<file path="src/rtl/mem_arbiter.sv">
// Two-port (core, debug/loader) arbiter in front of one shared memory.
// Each access takes gnt -> ACCESS -> RESP (done) and then returns to IDLE.
// Ports:
//   clk, reset (async, active-low)
//   core_req/we/addr/wdata -> core_gnt/done/rdata
//   dbg_req/we/addr/wdata  -> dbg_gnt/done/rdata
//   mem_a/mem_wd/mem_we to the memory; mem_rd is read back in the same cycle.
// Config: define MEM_ARBITER_ROUND_ROBIN_EN for round-robin on contention.
//   The default build uses fixed priority, where dbg beats core.
module mem_arbiter (
    input  logic        clk,
    input  logic        reset,
    input  logic        core_req,
    input  logic        core_we,
    input  logic [31:0] core_addr,
    input  logic [31:0] core_wdata,
    output logic        core_gnt,
    output logic        core_done,
    output logic [31:0] core_rdata,
    input  logic        dbg_req,
    input  logic        dbg_we,
    input  logic [31:0] dbg_addr,
    input  logic [31:0] dbg_wdata,
    output logic        dbg_gnt,
    output logic        dbg_done,
    output logic [31:0] dbg_rdata,
    output logic [31:0] mem_a,
    output logic [31:0] mem_wd,
    output logic        mem_we,
    input  logic [31:0] mem_rd
);

    typedef enum logic [1:0] {IDLE, ACCESS, RESP} state_e;

    state_e      state_q;
    logic        owner_dbg_q;
    logic        last_dbg_q;
    logic        we_q;
    logic [31:0] addr_q;
    logic [31:0] wdata_q;
    logic [31:0] core_rdata_q;
    logic [31:0] dbg_rdata_q;
    logic        core_done_q;
    logic        dbg_done_q;
    logic        pick_dbg;

    always_comb begin
        pick_dbg = 1'b0;
`ifdef MEM_ARBITER_ROUND_ROBIN_EN
        // On contention, favour the port that was not served last.
        pick_dbg = dbg_req && (!core_req || !last_dbg_q);
`else
        // The pointer is still tracked but never steers this choice.
        pick_dbg = dbg_req | (1'b0 & last_dbg_q);
`endif
    end

    assign dbg_gnt  = (state_q == IDLE) && pick_dbg;
    assign core_gnt = (state_q == IDLE) && core_req && !pick_dbg;

    assign mem_a  = (state_q == ACCESS) ? addr_q  : 32'h0;
    assign mem_wd = (state_q == ACCESS) ? wdata_q : 32'h0;
    assign mem_we = (state_q == ACCESS) && we_q;

    assign core_done  = core_done_q;
    assign dbg_done   = dbg_done_q;
    assign core_rdata = core_rdata_q;
    assign dbg_rdata  = dbg_rdata_q;

    always_ff @(posedge clk or negedge reset) begin
        if (!reset) begin
            state_q      <= IDLE;
            owner_dbg_q  <= 1'b0;
            last_dbg_q   <= 1'b1;
            we_q         <= 1'b0;
            addr_q       <= 32'h0;
            wdata_q      <= 32'h0;
            core_rdata_q <= 32'h0;
            dbg_rdata_q  <= 32'h0;
            core_done_q  <= 1'b0;
            dbg_done_q   <= 1'b0;
        end else begin
            core_done_q <= 1'b0;
            dbg_done_q  <= 1'b0;
            unique case (state_q)
                IDLE: begin
                    if (core_gnt || dbg_gnt) begin
                        owner_dbg_q <= pick_dbg;
                        last_dbg_q  <= pick_dbg;
                        we_q        <= pick_dbg ? dbg_we    : core_we;
                        addr_q      <= pick_dbg ? dbg_addr  : core_addr;
                        wdata_q     <= pick_dbg ? dbg_wdata : core_wdata;
                        state_q     <= ACCESS;
                    end
                end
                ACCESS: begin
                    if (!we_q) begin
                        if (owner_dbg_q) dbg_rdata_q  <= mem_rd;
                        else             core_rdata_q <= mem_rd;
                    end
                    // Done is registered here so it pulses during RESP.
                    dbg_done_q  <= owner_dbg_q;
                    core_done_q <= !owner_dbg_q;
                    state_q     <= RESP;
                end
                RESP: begin
                    state_q <= IDLE;
                end
                default: begin
                    state_q <= IDLE;
                end
            endcase
        end
    end

endmodule
</file>
<file path="config.mk">
export PLATFORM = sky130hd
export DESIGN_NAME = mem_arbiter
export DESIGN_NICKNAME = d
export VERILOG_FILES = /design/src/rtl/mem_arbiter.sv
export SDC_FILE = /design/constraint.sdc
export NUM_CORES = 1
export LEC_CHECK = 0
export BUFFER_PORTS_ARGS = -buffer_cell sky130_fd_sc_hd__clkbuf_2
export CORE_MARGIN = 1
export CORE_UTILIZATION = 35
export CTS_BUF_LIST = sky130_fd_sc_hd__clkbuf_8
export CTS_CLUSTER_SIZE = 16
export DETAILED_ROUTE_END_ITERATION = 8
export GPL_TIMING_DRIVEN = 0
export PLACE_DENSITY = 0.71
export SLEW_MARGIN = 20
export SYNTH_ARGS = -nofsm -noshare
export SYNTH_HDL_FRONTEND = slang
export SYNTH_SLANG_ARGS = --single-unit
export TNS_END_PERCENT = 10
</file>
<file path="constraint.sdc">
create_clock -name clk -period 1.9 [get_ports clk]
set_clock_uncertainty 0.15 [all_clocks]
set_input_delay 0.19 -clock clk [delete_from_list [all_inputs] [get_ports clk]]
set_output_delay 0.19 -clock clk [all_outputs]
set_load 0.02 [all_outputs]
</file>
Word level (Yosys, flattened, before mapping)
Index checks and enable logic that the tools add are counted.
{"block": "word_totals", "out_inout_bits": 133, "in_bits": 166, "wordCells": 33, "register_bits": 134}
{"block": "classes", "eq_ne": 2, "mux": 9, "bitwise": 2, "n_reduce_logical": 11}
{"cell": "$mux 32", "n": 4}
{"cell": "$reduce_and 3->1", "n": 2}
{"cell": "$logic_and 1x1->1", "n": 4}
{"cell": "$pmux 2 s2", "n": 1}
{"cell": "$mux 1", "n": 3}
{"cell": "$eq 2x1->1 const B", "n": 1}
{"cell": "$logic_not 1->1", "n": 2}
{"cell": "$logic_not 2->1", "n": 1}
{"cell": "$mux 2", "n": 1}
{"cell": "$ne 2x1->1 const B", "n": 1}
{"cell": "$not 1->1", "n": 2}
{"cell": "$reduce_and 2->1", "n": 1}
{"cell": "$logic_or 1x1->1", "n": 1}

Depth between registers and ports, before layout
{"block": "logic_depth", "depth_word": 6, "ltp_mapped": 5, "mapped_depth_nobuf": 3}

Least setup slack after synthesis
Ideal clock, no wire load.
{"block": "synth_path", "path_kind": "input -> output", "from": "in dbg_req", "to": "out core_gnt", "slack_ns": 0.188, "n_path_buf": 3, "required_time_ns": 1.560, "t_arrival_ns": 1.372, "stages": 4, "cell_sequence": "buf_2 buf_6 buf_6 nor4b_1"}
{"block": "synth_between", "elab_chain_cells": 2}
{"item": "from (decl)", "line_no": "20", "source": "input logic dbg_req,"}
{"item": "$logic_not 1->1", "line_no": "59", "source": "assign core_gnt = (state_q == IDLE) && core_req && !pick_dbg;"}
{"item": "$logic_and 1x1->1", "line_no": "59"}
{"item": "to (decl)", "line_no": "17", "source": "output logic core_gnt,"}
Every way passes these cells.

Final worst setup path
{"block": "layout_path", "from": "reg state_q[1]", "to": "out mem_wd[21]"}
{"block": "layout_between", "elab_chain_cells": 2}
{"item": "from (decl)", "line_no": "35", "source": "state_e state_q;"}
{"item": "from (signal assigned)", "line_no": "72", "source": "state_q <= IDLE;"}
{"item": "from (signal assigned)", "line_no": "93", "source": "state_q <= ACCESS;"}
{"item": "from (signal assigned)", "line_no": "104", "source": "state_q <= RESP;"}
{"item": "$eq 2x1->1", "line_no": "62", "source": "assign mem_wd = (state_q == ACCESS) ? wdata_q : 32'h0;"}
{"item": "$mux 32", "line_no": "62"}
{"item": "to (decl)", "line_no": "28", "source": "output logic [31:0] mem_wd,"}
Every way passes these cells.

==> results.py <==
metrics = {
    "floorplanning": {
        "fp.dieH_um": 136,
        "dieWidth_um": 136,
        "initial_utilization_pct": 36.0,
        "die-area_mm2": 0.0184,
        "io_pins": 299,
        "rows": 48,
        "core_mm2": 0.0174,
    },
    "drt": {
        "drt-total-wl_um": 19900,
        "drtIter0Drc": 96,
        "viasPerCell": 4.64,
        "postRouteAntennaNets": 0,
        "drt-pass1-iter-count": 4,
        "avgRoutedWirePerCell_um": 17.1,
        "drcViolationCount": 0,
        "vias": 5378,
    },
    "cells_and_area": {
        "area_delta_synth_final_pct": 73.0,
        "final_common_cell": "clkbuf_2",
        "fin_nets": 1087,
        "layout_common_cells": "clkbuf_2 (251), mux2_2 (169), dlygate4sd3_1 (164), dfrtp_1 (134), buf_8 (46)",
        "drive_gt1_share_pct": 63.8,
    },
    "placed_design": {
        "place.gp.congestion": 0.692,
        "dp_hpwl_um": 11700,
        "port_buffers": 297,
        "dp_slack_ns": -0.377,
    },
    "sta": {
        "timing.final.max_slew_violations": 0,
        "post-route-period-util_pct": 103,
        "setup_ws_ns": -0.0483,
        "timing.hold.ws_ns": 0.136,
        "slew_headroom_pct": 64.8,
        "timing.final.hold_violations": 0,
        "rsz0062_at_grt": "yes",
        "timing.fmax_ghz": 0.513,
        "setup_violations": 42,
        "worst_pin_slew_ns": 0.527,
        "setup_tns_ns": -0.659,
        "period_needed_ns": 1.95,
    },
    "clock_network": {
        "clock_sinks": 134,
        "cts_buffer_depth": 2,
        "clkTransAtPathRegs_ns": 0.08,
        "worstSkewPairLatency_ns": 0.43,
        "cts_root_buffer": "clkbuf_8",
        "htreeDepth": 4,
        "cts_made_buffers": 17,
        "cts_tree": "yes",
    },
    "setup_path": {
        "worstSetupEndpointType": "output pin",
        "crit_chain": "nand2b_4 -> inv_4 -> clkbuf_16 -> clkbuf_16 -> and2_4 -> buf_8",
        "slowest_delay_ns": 0.38,
        "crit_arrival_ns": 1.61,
        "crit_fanout": 7,
        "slowest_stage": "dfrtp_1",
        "worstRegToRegCells": 5,
        "r2r_start": "state_q[1]$_DFFE_PN0P_",
        "cp.required_ns": 1.56,
        "worst-setup-path-type": "flip-flop to output pin",
        "rr_endpoint": "dbg_rdata[17]$_DFFE_PN0P_",
        "rrSetupSlack_ns": -0.01,
        "critPathTopFamily": "buffers and inverters",
        "cp-start-kind": "flip-flop",
        "worst-path-buf-inv": 4,
        "path_common_cell": "clkbuf_16",
    },
    "power_and_ir_drop": {
        "ir_drop_mv": 0.947,
        "leakagePower_uw": 0.00517,
        "switching_share_pct": 37.9,
        "combPwrFrac_pct": 54.8,
        "power_density_mw_per_mm2": 1510,
        "clockPowerShare_pct": 13.7,
        "p_total_uw": 16300,
        "p_switching_uw": 6170,
        "seqPwrFrac_pct": 31.4,
        "p_int_uw": 10100,
    },
    "global_routing": {
        "grt_remaining_overflow": 0,
        "antenna_found_initial": 0,
        "grt_pass1_vias": 5890,
        "grtUsageTotal_pct": 21.3,
        "grt_pass1_wl_um": 29900,
        "grt_max_degree": 74,
    },
    "status": {
        "status": "finished with violations",
        "violations": "setup timing",
    },
    "logic_synthesis": {
        "synth_seq_area_share_pct": 53.7,
        "synth_area_mm2": 0.00625,
        "syn_nets": 599,
        "synth_warnings": 0,
        "synth-seq-cells": 134,
        "ys_types": 16,
        "syn_inst": 433,
        "syn_avg_cell_area_um2": 14.4,
    },
    "job": {
        "drv_cap": 0,
    },
    "min_path": {
        "min_path_type": "input port to async pin",
    },
}
[layer usage]
metal | global-route usage [%] | vias to the layer above | routed length [µm]
met1 | 23.4 | 2663 | 7580
met5 | 0 | - | 0
met2 | 38.8 | 187 | 10800
met3 | 4.56 | 44 | 879
met4 | 10.0 | 0 | 648
li1 | - | 2484 | -
[metrics by stage]
step | instance area [µm²] | utilization [%] | std cells
CTS | 10600 | 61.1 | 1159
global route | 10800 | 62.3 | 1159
floorplan | 6250 | - | 433
global placement | 8020 | 46.2 | 955
detailed placement | 8050 | 46.4 | 956
finish | 10800 | 62.3 | 1160
[synthesized netlist by cell type]
master / n / share of area [%]
a21o_1: 1 / 0.12
nor3b_4: 1 / 0.30
nor2_1: 2 / 0.12
clkbuf_1: 8 / 0.48
mux2_2: 192 / 35
inv_1: 1 / 0.060
dfrtp_1: 134 / 54
o21a_1: 1 / 0.12
and2_1: 67 / 6.7
nor4b_1: 1 / 0.14
buf_2: 8 / 0.64
mux2_1: 2 / 0.36
nand2_1: 1 / 0.060
nor3_4: 1 / 0.26
nand2b_4: 1 / 0.22
buf_6: 12 / 2.2
[cells by family after synthesis]
group	after synthesis	share of synthesized area, %
AO/OA/AOI/OAI	2	0.240
buffers and inverters	29	3.34
AND/OR/NAND/NOR	74	7.81
multiplexers	194	35.0
flip-flops	134	53.7
[sequential cells by signal, summed over array words and instances, names as in the netlist]
register     cells
dbg_rdata       32
we_q             1
core_rdata      32
addr_q          32
core_done        1
wdata_q         32
owner_dbg_q      1
dbg_done         1
state_q          2
[area by class of cell]
cell class	instances	area, µm²
Timing Repair Buffer	469	3630
Multi-Input combinational cell	270	2870
Antenna cell	1	2.50
Clock buffer	17	234
Tap cell	225	282
Buffer	28	309
Fill cell	1323	6540
Inverter	1	6.26
Clock inverter	15	128
Sequential cell	134	3350
[worst max-delay path by stage]
stage,start,endpoint,slack [ns],cells past startpoint
after floorplan,dbg_req,core_gnt,0.19,4
after global placement,reset,wdata_q[14]$_DFFE_PN0P_,-1.79,1
after detailed placement,state_q[1]$_DFFE_PN0P_,mem_wd[18],-0.38,6
after CTS,state_q[1]$_DFFE_PN0P_,mem_wd[19],-0.10,6
after global routing,state_q[1]$_DFFE_PN0P_,mem_wd[21],-0.15,6
final,state_q[1]$_DFFE_PN0P_,mem_wd[21],-0.05,6
[what timing repair did]
| item | 4_1_cts | 5_1_grt |
|---|---|---|
| resized for setup | 125 | 97 |
| buffers inserted | 4 | 0 |
| endpoints found under the setup margin | 65 | 136 |
| pin swaps | 14 | 19 |
| endpoints found under the hold margin | 191 | 0 |
| cloned | 3 | 0 |
| hold buffers | 164 | 0 |
[power by group through the flow]
| stage | clock network (µW) | registers [µW] | logic, µW |
|---|---|---|---|
| after floorplan | 0 | 5820 | 3780 |
| after global placement | 0 | 4990 | 6770 |
| after detailed placement | 0 | 5070 | 6860 |
| after CTS | 2310 | 5030 | 8230 |
| after global routing | 2430 | 5280 | 9410 |
| final | 2230 | 5120 | 8930 |
No activity file was read; power rests on OpenSTA's default activity.
